`config.mk`:
```
export PLATFORM = sky130hd
export DESIGN_NAME = avalon_bram_arbiter_flat
export DESIGN_NICKNAME = d
export VERILOG_FILES = /design/src/rtl/avalon_bram_arbiter_if.sv /design/src/rtl/avalon_bram_arbiter.sv /design/src/flat_wrapper.sv
export SDC_FILE = /design/constraint.sdc
export NUM_CORES = 1
export LEC_CHECK = 0
export BUFFER_PORTS_ARGS = -buffer_cell sky130_fd_sc_hd__buf_2
export CORE_ASPECT_RATIO = 2
export CORE_MARGIN = 8
export CORE_UTILIZATION = 25
export DETAILED_ROUTE_END_ITERATION = 12
export PLACE_DENSITY = 0.65
export REMOVE_ABC_BUFFERS = 1
export SKIP_CTS_REPAIR_TIMING = 1
export SYNTH_ARGS = -nofsm -noshare
export SYNTH_HDL_FRONTEND = slang
export SYNTH_SLANG_ARGS = --single-unit
```
`constraint.sdc`:
```
create_clock -name clock -period 1.6 [get_ports clock]
set_input_delay 0.16 -clock clock [delete_from_list [all_inputs] [get_ports clock]]
set_output_delay 0.16 -clock clock [all_outputs]
set_load 0.01 [all_outputs]
```
`src/rtl/avalon_bram_arbiter_if.sv`:
```
// Avalon-MM bus bundle used on each side of avalon_bram_arbiter.
//   master modport : drives address/byteenable/read/write/writedata,
//                    receives readdata/readdatavalid/waitrequest.
//   slave modport  : the mirror image.
// The arbiter takes two slave-side bundles (m0, m1) and one master-side
// bundle (s) towards the BRAM.
interface avalon_bram_arbiter_if #(
  parameter int ADDR_WIDTH = 14,
  parameter int DATA_WIDTH = 32
);
  logic [ADDR_WIDTH-1:0]   address;
  logic [DATA_WIDTH/8-1:0] byteenable;
  logic                    read;
  logic                    write;
  logic [DATA_WIDTH-1:0]   writedata;
  logic [DATA_WIDTH-1:0]   readdata;
  logic                    readdatavalid;
  logic                    waitrequest;

  modport master (
    output address, byteenable, read, write, writedata,
    input  readdata, readdatavalid, waitrequest
  );

  modport slave (
    input  address, byteenable, read, write, writedata,
    output readdata, readdatavalid, waitrequest
  );
endinterface

```
`src/rtl/avalon_bram_arbiter.sv`:
```
// Two-master / one-slave Avalon-MM arbiter for a fixed-latency slave (BRAM).
// Round-robin between m0 and m1, with the grant locked while the slave
// stalls; a tag pipeline steers readdatavalid back to the issuing master.
// Ports:
//   clock, reset      : clock and asynchronous active-low reset
//   m0, m1            : master-facing buses (slave modport)
//   s                 : slave-facing bus (master modport)
//   stall_cycles      : saturating count of cycles a requester lost arbitration
module avalon_bram_arbiter #(
  parameter int ADDR_WIDTH   = 14,
  parameter int DATA_WIDTH   = 32,
  parameter int READ_LATENCY = 1,
  parameter int COUNT_WIDTH  = 16
) (
  input  logic                   clock,
  input  logic                   reset,
  avalon_bram_arbiter_if.slave   m0,
  avalon_bram_arbiter_if.slave   m1,
  avalon_bram_arbiter_if.master  s,
  output logic [COUNT_WIDTH-1:0] stall_cycles
);

  typedef enum logic {LK_FREE, LK_HELD} lock_e;

  lock_e                   lock_q, lock_d;
  logic                    lock_id_q, lock_id_d;
  logic                    prio_q, prio_d;
  logic [READ_LATENCY-1:0] tag_vld_q, tag_vld_d;
  logic [READ_LATENCY-1:0] tag_id_q, tag_id_d;
  logic [COUNT_WIDTH-1:0]  stall_q, stall_d;

  logic                    req0, req1;
  logic                    gnt_vld, gnt_id;
  logic                    accept, contend;
  logic [ADDR_WIDTH-1:0]   sel_addr;
  logic [DATA_WIDTH-1:0]   sel_wdata;

  assign req0 = m0.read | m0.write;
  assign req1 = m1.read | m1.write;

  // State register
  always_ff @(posedge clock or negedge reset) begin
    if (!reset) begin
      lock_q    <= LK_FREE;
      lock_id_q <= 1'b0;
      prio_q    <= 1'b0;
      tag_vld_q <= '0;
      tag_id_q  <= '0;
      stall_q   <= '0;
    end else begin
      lock_q    <= lock_d;
      lock_id_q <= lock_id_d;
      prio_q    <= prio_d;
      tag_vld_q <= tag_vld_d;
      tag_id_q  <= tag_id_d;
      stall_q   <= stall_d;
    end
  end

  // Next-state logic
  always_comb begin
    lock_d    = lock_q;
    lock_id_d = lock_id_q;
    prio_d    = prio_q;
    if (accept) begin
      prio_d = ~gnt_id;
      lock_d = LK_FREE;
    end else if (gnt_vld && s.waitrequest) begin
      lock_d    = LK_HELD;
      lock_id_d = gnt_id;
    end

    tag_vld_d    = tag_vld_q;
    tag_id_d     = tag_id_q;
    tag_vld_d[0] = accept & s.read;
    tag_id_d[0]  = gnt_id;
    for (int unsigned i = 1; i < READ_LATENCY; i++) begin
      tag_vld_d[i] = tag_vld_q[i-1];
      tag_id_d[i]  = tag_id_q[i-1];
    end

    stall_d = stall_q;
    if (contend && (stall_q != '1)) begin
      stall_d = stall_q + COUNT_WIDTH'(1);
    end
  end

  // Output logic: grant selection and slave mux. Grant is forced off while
  // reset is asserted so the slave sees no command and masters see waitrequest.
  always_comb begin
    gnt_vld = 1'b0;
    gnt_id  = 1'b0;
    if (reset) begin
      if (lock_q == LK_HELD) begin
        gnt_vld = 1'b1;
        gnt_id  = lock_id_q;
      end else if (req0 && req1) begin
        gnt_vld = 1'b1;
        gnt_id  = prio_q;
      end else if (req0) begin
        gnt_vld = 1'b1;
      end else if (req1) begin
        gnt_vld = 1'b1;
        gnt_id  = 1'b1;
      end
    end
    sel_addr  = gnt_id ? m1.address   : m0.address;
    sel_wdata = gnt_id ? m1.writedata : m0.writedata;
    contend   = (req0 && !(gnt_vld && !gnt_id)) || (req1 && !(gnt_vld && gnt_id));
  end

  assign s.address      = sel_addr;
  assign s.writedata    = sel_wdata;
  assign s.byteenable   = gnt_id ? m1.byteenable : m0.byteenable;
  assign s.read         = gnt_vld & (gnt_id ? m1.read  : m0.read);
  assign s.write        = gnt_vld & (gnt_id ? m1.write : m0.write);
  assign accept         = (s.read | s.write) & ~s.waitrequest;

  assign m0.waitrequest = ~(gnt_vld & ~gnt_id) | s.waitrequest;
  assign m1.waitrequest = ~(gnt_vld &  gnt_id) | s.waitrequest;

  assign m0.readdatavalid = tag_vld_q[READ_LATENCY-1] & ~tag_id_q[READ_LATENCY-1];
  assign m1.readdatavalid = tag_vld_q[READ_LATENCY-1] &  tag_id_q[READ_LATENCY-1];
  assign m0.readdata      = s.readdata;
  assign m1.readdata      = s.readdata;

  assign stall_cycles = stall_q;

  a_m0_rw_excl: assert property (@(posedge clock) disable iff (!reset) !(m0.read && m0.write))
    else $error("m0 asserted read and write together");
  a_m1_rw_excl: assert property (@(posedge clock) disable iff (!reset) !(m1.read && m1.write))
    else $error("m1 asserted read and write together");

endmodule

```
`src/flat_wrapper.sv`:
```
// flat-port wrapper written by rule: the top's interface ports become plain ports
module avalon_bram_arbiter_flat 
#(
  parameter int ADDR_WIDTH   = 14,
  parameter int DATA_WIDTH   = 32,
  parameter int READ_LATENCY = 1,
  parameter int COUNT_WIDTH  = 16
)
  (clock, reset, stall_cycles, m0_address, m0_byteenable, m0_read, m0_write, m0_writedata, m0_readdata, m0_readdatavalid, m0_waitrequest, m1_address, m1_byteenable, m1_read, m1_write, m1_writedata, m1_readdata, m1_readdatavalid, m1_waitrequest, s_address, s_byteenable, s_read, s_write, s_writedata, s_readdata, s_readdatavalid, s_waitrequest);
  avalon_bram_arbiter_if #(.ADDR_WIDTH(ADDR_WIDTH), .DATA_WIDTH(DATA_WIDTH)) m0_i ();
  avalon_bram_arbiter_if #(.ADDR_WIDTH(ADDR_WIDTH), .DATA_WIDTH(DATA_WIDTH)) m1_i ();
  avalon_bram_arbiter_if #(.ADDR_WIDTH(ADDR_WIDTH), .DATA_WIDTH(DATA_WIDTH)) s_i ();
  input  logic clock;
  input  logic reset;
  output logic [COUNT_WIDTH-1:0] stall_cycles;
  input wire logic [$bits(m0_i.address)-1:0] m0_address;
  input wire logic [$bits(m0_i.byteenable)-1:0] m0_byteenable;
  input wire logic [$bits(m0_i.read)-1:0] m0_read;
  input wire logic [$bits(m0_i.write)-1:0] m0_write;
  input wire logic [$bits(m0_i.writedata)-1:0] m0_writedata;
  output wire logic [$bits(m0_i.readdata)-1:0] m0_readdata;
  output wire logic [$bits(m0_i.readdatavalid)-1:0] m0_readdatavalid;
  output wire logic [$bits(m0_i.waitrequest)-1:0] m0_waitrequest;
  input wire logic [$bits(m1_i.address)-1:0] m1_address;
  input wire logic [$bits(m1_i.byteenable)-1:0] m1_byteenable;
  input wire logic [$bits(m1_i.read)-1:0] m1_read;
  input wire logic [$bits(m1_i.write)-1:0] m1_write;
  input wire logic [$bits(m1_i.writedata)-1:0] m1_writedata;
  output wire logic [$bits(m1_i.readdata)-1:0] m1_readdata;
  output wire logic [$bits(m1_i.readdatavalid)-1:0] m1_readdatavalid;
  output wire logic [$bits(m1_i.waitrequest)-1:0] m1_waitrequest;
  output wire logic [$bits(s_i.address)-1:0] s_address;
  output wire logic [$bits(s_i.byteenable)-1:0] s_byteenable;
  output wire logic [$bits(s_i.read)-1:0] s_read;
  output wire logic [$bits(s_i.write)-1:0] s_write;
  output wire logic [$bits(s_i.writedata)-1:0] s_writedata;
  input wire logic [$bits(s_i.readdata)-1:0] s_readdata;
  input wire logic [$bits(s_i.readdatavalid)-1:0] s_readdatavalid;
  input wire logic [$bits(s_i.waitrequest)-1:0] s_waitrequest;
  assign m0_i.address = m0_address;
  assign m0_i.byteenable = m0_byteenable;
  assign m0_i.read = m0_read;
  assign m0_i.write = m0_write;
  assign m0_i.writedata = m0_writedata;
  assign m0_readdata = m0_i.readdata;
  assign m0_readdatavalid = m0_i.readdatavalid;
  assign m0_waitrequest = m0_i.waitrequest;
  assign m1_i.address = m1_address;
  assign m1_i.byteenable = m1_byteenable;
  assign m1_i.read = m1_read;
  assign m1_i.write = m1_write;
  assign m1_i.writedata = m1_writedata;
  assign m1_readdata = m1_i.readdata;
  assign m1_readdatavalid = m1_i.readdatavalid;
  assign m1_waitrequest = m1_i.waitrequest;
  assign s_address = s_i.address;
  assign s_byteenable = s_i.byteenable;
  assign s_read = s_i.read;
  assign s_write = s_i.write;
  assign s_writedata = s_i.writedata;
  assign s_i.readdata = s_readdata;
  assign s_i.readdatavalid = s_readdatavalid;
  assign s_i.waitrequest = s_waitrequest;
  avalon_bram_arbiter #(.ADDR_WIDTH(ADDR_WIDTH), .DATA_WIDTH(DATA_WIDTH), .READ_LATENCY(READ_LATENCY), .COUNT_WIDTH(COUNT_WIDTH)) u_core (.clock(clock), .reset(reset), .m0(m0_i), .m1(m1_i), .s(s_i), .stall_cycles(stall_cycles));
endmodule
```
-- Word-level counts from Yosys, hierarchy flattened
Index checks and enable logic that the tools add are counted.
- bits in registers: 21
- bits of input ports: 140
- output and inout bits: 136
- equality and inequality tests: 1
- $add $sub $neg: 1
- multiplexer cells: 16
- reduce and logical (&&, ||, !) cells: 13
- bitwise operators: 19
- operator list (kind ; count):
    $mux W32 ; 1
    $add A16 B1 Y16 const B ; 1
    $ne A16 B16 Y1 const B ; 1
    $mux W14 ; 1
    $mux W1 ; 13
    $and A1 B1 Y1 ; 8
    $logic_and A1 B1 Y1 ; 7
    $not A1 Y1 ; 6
    $or A1 B1 Y1 ; 5
    $mux W4 ; 1
    $logic_not A1 Y1 ; 3
    $reduce_and A2 Y1 ; 1
    $reduce_bool A2 Y1 ; 1
    $logic_or A1 B1 Y1 ; 1

-- Logic depth before layout (Yosys ltp)
Gate-level depths: netlist of the first run.
- depth in word-level cells: 12
- mapped depth: 8
- depth with buffers taken out: 6

-- Worst setup path after synthesis of the first run
No wires, ideal clock.
- path kind: register -> register
- from: register u_core.stall_q[3] (netlist: u_core.stall_cycles[3])
- to: register u_core.stall_q[1] (netlist: u_core.stall_cycles[1])
- required time: 1.475 ns
- library setup time: 0.125 ns
- data arrival time: 1.536 ns
- path slack: -0.061 ns
- clock period less this slack: 1.661 ns
- stages on the path, launching flop included: 5
- path through: dfrtp_1 -> and3_1 -> and3_1 -> a22oi_2 -> mux2_2
- longest elaborated chain between the ends: 2
- RTL lines (item ; RTL line ; RTL):
    start, declared ; avalon_bram_arbiter.sv:30 ; logic [COUNT_WIDTH-1:0] stall_q, stall_d;
    start signal, assigned ; avalon_bram_arbiter.sv:56 ; stall_q <= stall_d;
    $ne A16 B16 Y1 ; avalon_bram_arbiter.sv:83 ; if (contend && (stall_q != '1)) begin
    $logic_and A1 B1 Y1 ; avalon_bram_arbiter.sv:83 ;
Every way passes these cells.
A chain may end at the register's enable or synchronous reset.

-- Worst setup path after layout of the first run
- from: register u_core.prio_q
- to: output s_writedata[12]
- longest elaborated chain between the ends: 4
- RTL lines (item ; RTL line ; RTL):
    start, declared ; avalon_bram_arbiter.sv:27 ; logic prio_q, prio_d;
    start signal, assigned ; avalon_bram_arbiter.sv:53 ; prio_q <= prio_d;
    $mux W1 ; avalon_bram_arbiter.sv:97 ; end else if (req0 && req1) begin
    $mux W1 ; avalon_bram_arbiter.sv:94 ; if (lock_q == LK_HELD) begin
    $mux W1 ; avalon_bram_arbiter.sv:93 ; if (reset) begin
    $mux W32 ; avalon_bram_arbiter.sv:108 ; sel_wdata = gnt_id ? m1.writedata : m0.writedata;
    end, declared ; flat_wrapper.sv:36 ; output wire logic [$bits(s_i.writedata)-1:0] s_writedata;
Every way passes these cells.

==> metrics.txt, run 1 <==
1st-iter DRT viols 121; CTS tree yes; worst-margin pin slew roughly 0.39 ns; Setup WS pre-CTS -0.126 ns; die area 12200 um^2; Data arrival, critical path 1.76 ns; Seq/Total Area, Yosys approximately a quarter; IO buf count between 150 and 200; Total GRT Usage 22.3%; Post-synth EDFFs 0; chip width 82.1 um; Final Max Tran Viols 0; DR vias/cell 4.85; Setup Skew 0.00619 ns; Antenna Nets Post-Route 0; WL/cell 26.5 um; final non-filler cell area 3610 um^2; crit path kind flop to primary output; Chip Height ~150 um; min Tclk post-route 1.92 ns; remaining global-route overflow 0; hpwl dp 12.9 mm; Power, Total approximately 3.2 mW; num rows 48; Final Hold Viols 0; Vias approximately 2800; cts bufs inserted 3; CP startpoint kind flop; Setup TNS Final -14.81 ns; nets 620; Sinks on Clock Net 21; Initial Util 25.5%; CP delay by family, top buffers and inverters; Hold Crit Class input port to asynchronous set/reset pin; Max rail drop VDD just over 0.8 mV; WHS 0.0552 ns; Crit path buffers/inverters 4; ant diodes 0; Placer Congestion roughly 0.92; Pleak 2.01 nW; fin util 42.0%; Clock Latency Late Sink 0.26 ns; cells along the critical path o21ba_4, o31ai_4, nand2_2, clkinvlp_4, buf_12, clkbuf_16, nand2_2, nand2_2, buf_6; Fill cells 888; Routed Wire Length 15.3 mm; Pre-antenna DRT Iters 4; H-Tree Depth 1; slowest stage delay, CP 0.38 ns; period utilization 120%; Distinct cells, synth 31; average cell area after synthesis 6.60 um^2; CP Capture Type primary output; Finished Layout Cells around 580; clk root buf clkbuf_16; Slew HR 73.7%; status finished with violations; Netlist Area Pre-Place 2190 um^2; clock-pin slew on the worst setup and hold paths approximately 0.06 ns; async set or reset register ratio after synthesis 100%; cell mode on critical path nand2_2; RSZ-0062 raised after global routing yes; Core ar. 8590 um^2; initial antenna violation count 0; global-route wire length before repair 18.6 mm; DRC 0; ys flop type dfrtp_1; Placed Area ~3000 um^2; highest clock rate 0.522 GHz; Clock Path Buffers 2; # IOs 276; Area growth syn-to-layout 65.1%; post-route worst setup slack -0.316 ns; failing checks negative setup slack; #FFs+latches synth 21; pin count of the biggest net entering global routing 34; most frequent cells in the layout buf_2, nand2_1, nand2_2; pwr dens 874 nW/um^2; slowest CP cell dfrtp_1; placed cell count 563; number of global-route vias before repair 2724; MaxCap Viol Count 0; setup violators final 64; Syn. warnings 0; most common cell after layout, fill and taps aside buf_2; CP required 1.44 ns; share of layout cells above drive strength 1 59.0%; Cells after Synth roughly 330; Crit Path Max Fanout 8
logic make-up after synthesis:
kind of cell / after synthesis / synth area share (%)
DFF: 21 / 24.0
and+or+nand+nor: 197 / 37.2
adders and majority gates: 2 / 1.09
muxes: 1 / 0.515
AOI/OAI and AO/OA: 16 / 6.07
buffers and inverters: 79 / 25.1
xor gates and xnor gates: 15 / 6.01
worst reg2reg max path: cells and delay by family (launching register included):
family | cells | cell delay (ns)
XOR/XNOR | 1 | 0.15
AO/OA/AOI/OAI | 2 | 0.76
AND/OR/NAND/NOR | 1 | 0.15
flip-flops | 1 | 0.40
buffers and inverters | 1 | 0.13
Yosys cell counts, types with 2 or more instances:
library cell	n	share of area [%]
nand3_1	12	2.7
xnor2_1	13	5.2
buf_4	65	22
dfrtp_1	21	24
nand2_1	164	28
xor2_1	2	0.80
inv_1	2	0.34
a21oi_1	2	0.46
o31ai_1	2	0.69
nor2b_1	2	0.57
o21ai_0	5	1.1
o211ai_1	2	0.69
nand4_1	5	1.4
nor2_1	4	0.69
buf_2	6	1.4
clkbuf_1	6	1.0
and3_1	4	1.1
flip-flops by register name (all words and copies together) (netlist names):
signal	cells
u_core.prio_q	1
u_core.lock_id_q	1
u_core.lock_q	1
u_core.stall_cycles	16
u_core.tag_id_q	1
u_core.tag_vld_q	1
area by class of cell:
type,instances,area (um^2),area share [%]
inverter,2,11.3,0.312
tap,100,125,3.47
sequential,21,527,14.6
multi-input combinational,231,1340,37.1
timing repair buffer,220,1530,42.3
clock buffer,4,78.8,2.18
worst paths after layout:
path / from / slack (ns) / cells past startpoint / end
setup / recovery: u_core.prio_q$_DFFE_PN0P_ / -0.32 / 9 / s_writedata[12]
hold / removal: reset / 0.06 / 3 / u_core.stall_cycles[14]$_DFFE_PN0P_
setup reg to reg: u_core.lock_id_q$_DFFE_PN0P_ / -0.12 / 5 / u_core.stall_cycles[10]$_DFFE_PN0P_
hold reg to reg: u_core.stall_cycles[7]$_DFFE_PN0P_ / 0.52 / 1 / u_core.stall_cycles[7]$_DFFE_PN0P_
max in group asynchronous: reset / 0.84 / 3 / u_core.lock_q$_DFFE_PN0P_
min in group clock: s_waitrequest / 0.14 / 2 / u_core.tag_vld_q$_DFF_PN0_
report_power, final:
part	total (mW)	switching, mW	internal (mW)
registers	0.738	0.0975	0.641
clock network	0.538	0.198	0.340
logic	1.88	0.921	0.958
total	3.15	1.22	1.94
per-layer routing:
layer | GRT usage (%) | vias up | wire length [um]
li1 | - | 1275 | -
met1 | 17.2 | 1248 | 3980
met2 | 33.1 | 249 | 6820
met3 | 20.1 | 32 | 3170
met4 | 17.4 | 0 | 1320
met5 | 4.27 | - | 0
Power figures use the tool's default switching activity.
==> run 2, diff against run 1 <==
--- a/config.mk
+++ b/config.mk
@@ -6,7 +6,7 @@
 export NUM_CORES = 1
 export LEC_CHECK = 0
 export BUFFER_PORTS_ARGS = -buffer_cell sky130_fd_sc_hd__buf_2
-export CORE_ASPECT_RATIO = 2
+export CORE_ASPECT_RATIO = 0.8
 export CORE_MARGIN = 8
 export CORE_UTILIZATION = 25
 export DETAILED_ROUTE_END_ITERATION = 12
==> metrics.txt, run 2 (synthesis results as in run 1) <==
Pleak 1.91 nW (-5.0%); Final Hold Viols 0 (unchanged); highest clock rate 0.534 GHz (+2.3%); Setup Skew 0.000958 ns (-0.00523 ns); num rows 30 (-38%); hpwl dp 9.55 mm (-26%); clock-pin slew on the worst setup and hold paths 0.08 ns (+0.02 ns); chip width 121 um (+47%); remaining global-route overflow 0 (unchanged); Sinks on Clock Net 21 (unchanged); Power, Total 2.81 mW (-11%); Vias 2668 (-4.9%); CP startpoint kind flop; setup violators final 65 (+1.6%); Int Power 1.68 mW (-13%); grt met3 use 11.6% (-8.5 points); min Tclk post-route 1.87 ns (-0.0435 ns); Final Max Tran Viols 0 (unchanged); worst-margin pin slew 0.489 ns (+0.0943 ns); Clk pwr share 12.3% (-4.7 points); Comb pwr share 61.4% (+1.9 points); share of layout cells above drive strength 1 52.6% (-6.4 points); minimum setup slack among reg-to-reg paths -0.14 ns (-0.02 ns); DR vias/cell 4.52 (-6.8%); r2r endpoint u_core.stall_cycles[1]$_DFFE_PN0P_; global-route wire length before repair 15.7 mm (-16%); met1 usage 18.6% (+1.4 points); 1st-iter DRT viols 99 (-18%); IO buf count 178 (unchanged); pwr dens 844 nW/um^2 (-3.4%); Chip Height 99.6 um (-33%); Clock Path Buffers 2 (unchanged); sequential share of power 26.3% (+2.9 points); period utilization 117% (-2.7 points); CTS tree yes; failing checks negative setup slack; WHS 0.0394 ns (-0.0159 ns); number of global-route vias before repair 2622 (-3.7%); Data arrival, critical path 1.71 ns (-0.05 ns); nets 619 (-0.16%); max FFs per register 16 (unchanged); die area 12000 um^2 (-1.3%); Setup TNS Final -13.24 ns (+1.57 ns); Max rail drop VDD 0.740 mV (-8.0%); MaxCap Viol Count 0 (unchanged); DRC 0 (unchanged); met2 Use GR 26.7% (-6.3 points); # IOs 276 (unchanged); Total GRT Usage 17.0% (-5.2 points); global routing's busiest layer met2; Pre-antenna DRT Iters 4 (unchanged); Routed Wire Length 11.6 mm (-24%); CP required 1.44 ns (about the same); pin count of the biggest net entering global routing 29 (-15%); Switch Pwr 1.13 mW (-7.3%); Hold Crit Class input port to asynchronous set/reset pin; Core ar. 8480 um^2 (-1.2%); sw frac 40.2% (+1.6 points); post-route worst setup slack -0.273 ns (+0.0435 ns); Slew HR 67.3% (-6.4 points); Crit Path Max Fanout 6 (-2); RSZ-0062 raised after global routing yes; Area growth syn-to-layout 52.1%; most common cell after layout, fill and taps aside buf_2; most frequent cells in the layout buf_2, nand2_1, buf_4; clk root buf clkbuf_8; Antenna Nets Post-Route 0 (unchanged); crit path kind flop to primary output; initial antenna violation count 0 (unchanged); R2R cell count 5 (unchanged); cts bufs inserted 3 (unchanged); CP Capture Type primary output; WL/cell 19.7 um (-26%); reg2reg start u_core.lock_id_q$_DFFE_PN0P_; H-Tree Depth 1 (unchanged); status finished with violations; Clock Latency Late Sink 0.25 ns (about the same); Initial Util 25.8% (+0.32 points); Placer Congestion 0.851 (-7.2%)
-- run 2: cell count changes in the layout (fill, tap and decap cells not counted), sizes merged --
| cell | previous run | this run |
|---|---|---|
| clkinvlp | 1 | 0 |
| clkinv | 0 | 1 |
| diode | 0 | 1 |
| dlygate4sd3 | 1 | 0 |
| buf | 215 | 217 |
| clkbuf | 8 | 6 |
-- run 2: final cells by class --
class / count / area (um^2)
fill: 892 / 5160
sequential: 21 / 528
antenna: 1 / 2.50
timing repair buffer: 219 / 1370
multi-input combinational: 231 / 1230
inverter: 2 / 12.5
tap: 112 / 140
clock buffer: 4 / 45.0
-- run 2: metrics by stage --
stage / instance area [um^2] / utilization [%] / setup slack [ns] / instances
CTS: 2990 / 35.3 / -0.344 / 579
finish: 3330 / 39.2 / -0.273 / 590
global placement: 2950 / 34.8 / -0.0544 / 575
floorplan: 1650 / - / -1.41 / 254
global route: 3320 / 39.2 / -0.357 / 589
detailed placement: 2950 / 34.8 / -0.0597 / 575
-- run 2: worst max path at each step --
| stage | from | to | slack, ns |
|---|---|---|---|
| after floorplan | u_core.prio_q$_DFFE_PN0P_ | s_write | -1.41 |
| after global placement | m0_read | s_writedata[21] | -0.05 |
| after detailed placement | m0_read | s_writedata[13] | -0.06 |
| after CTS | u_core.prio_q$_DFFE_PN0P_ | s_writedata[13] | -0.34 |
| after global routing | u_core.prio_q$_DFFE_PN0P_ | s_writedata[24] | -0.36 |
| final | u_core.prio_q$_DFFE_PN0P_ | s_writedata[6] | -0.27 |
-- run 2: critical path, cell delays in order (launching register included) --
cell,delay (ns)
dfrtp_1,0.35
o21ba_4,0.16
o31ai_4,0.22
nand2_2,0.12
buf_6,0.16
clkbuf_16,0.15
nand2_1,0.08
nand2_1,0.06
buf_2,0.13
-- run 2: power by group through the flow --
stage / combinational (mW) / clock [mW] / sequential [mW]
3_5_place_dp: 1.47 / 0 / 0.718
3_3_place_gp: 1.45 / 0 / 0.714
2_1_floorplan: 0.572 / 0 / 0.797
4_1_cts: 1.47 / 0.355 / 0.710
6_report: 1.72 / 0.345 / 0.739
5_1_grt: 1.88 / 0.377 / 0.756
-- run 2: layer usage --
| layer | part of all wire (%) | wire, um | up-vias |
|---|---|---|---|
| met3 | 16 | 1880 | 10 |
| met1 | 37 | 4280 | 1205 |
| met5 | 0.66 | 77 | - |
| met4 | 0.86 | 100 | 4 |
| met2 | 45 | 5280 | 177 |
| li1 | - | - | 1272 |
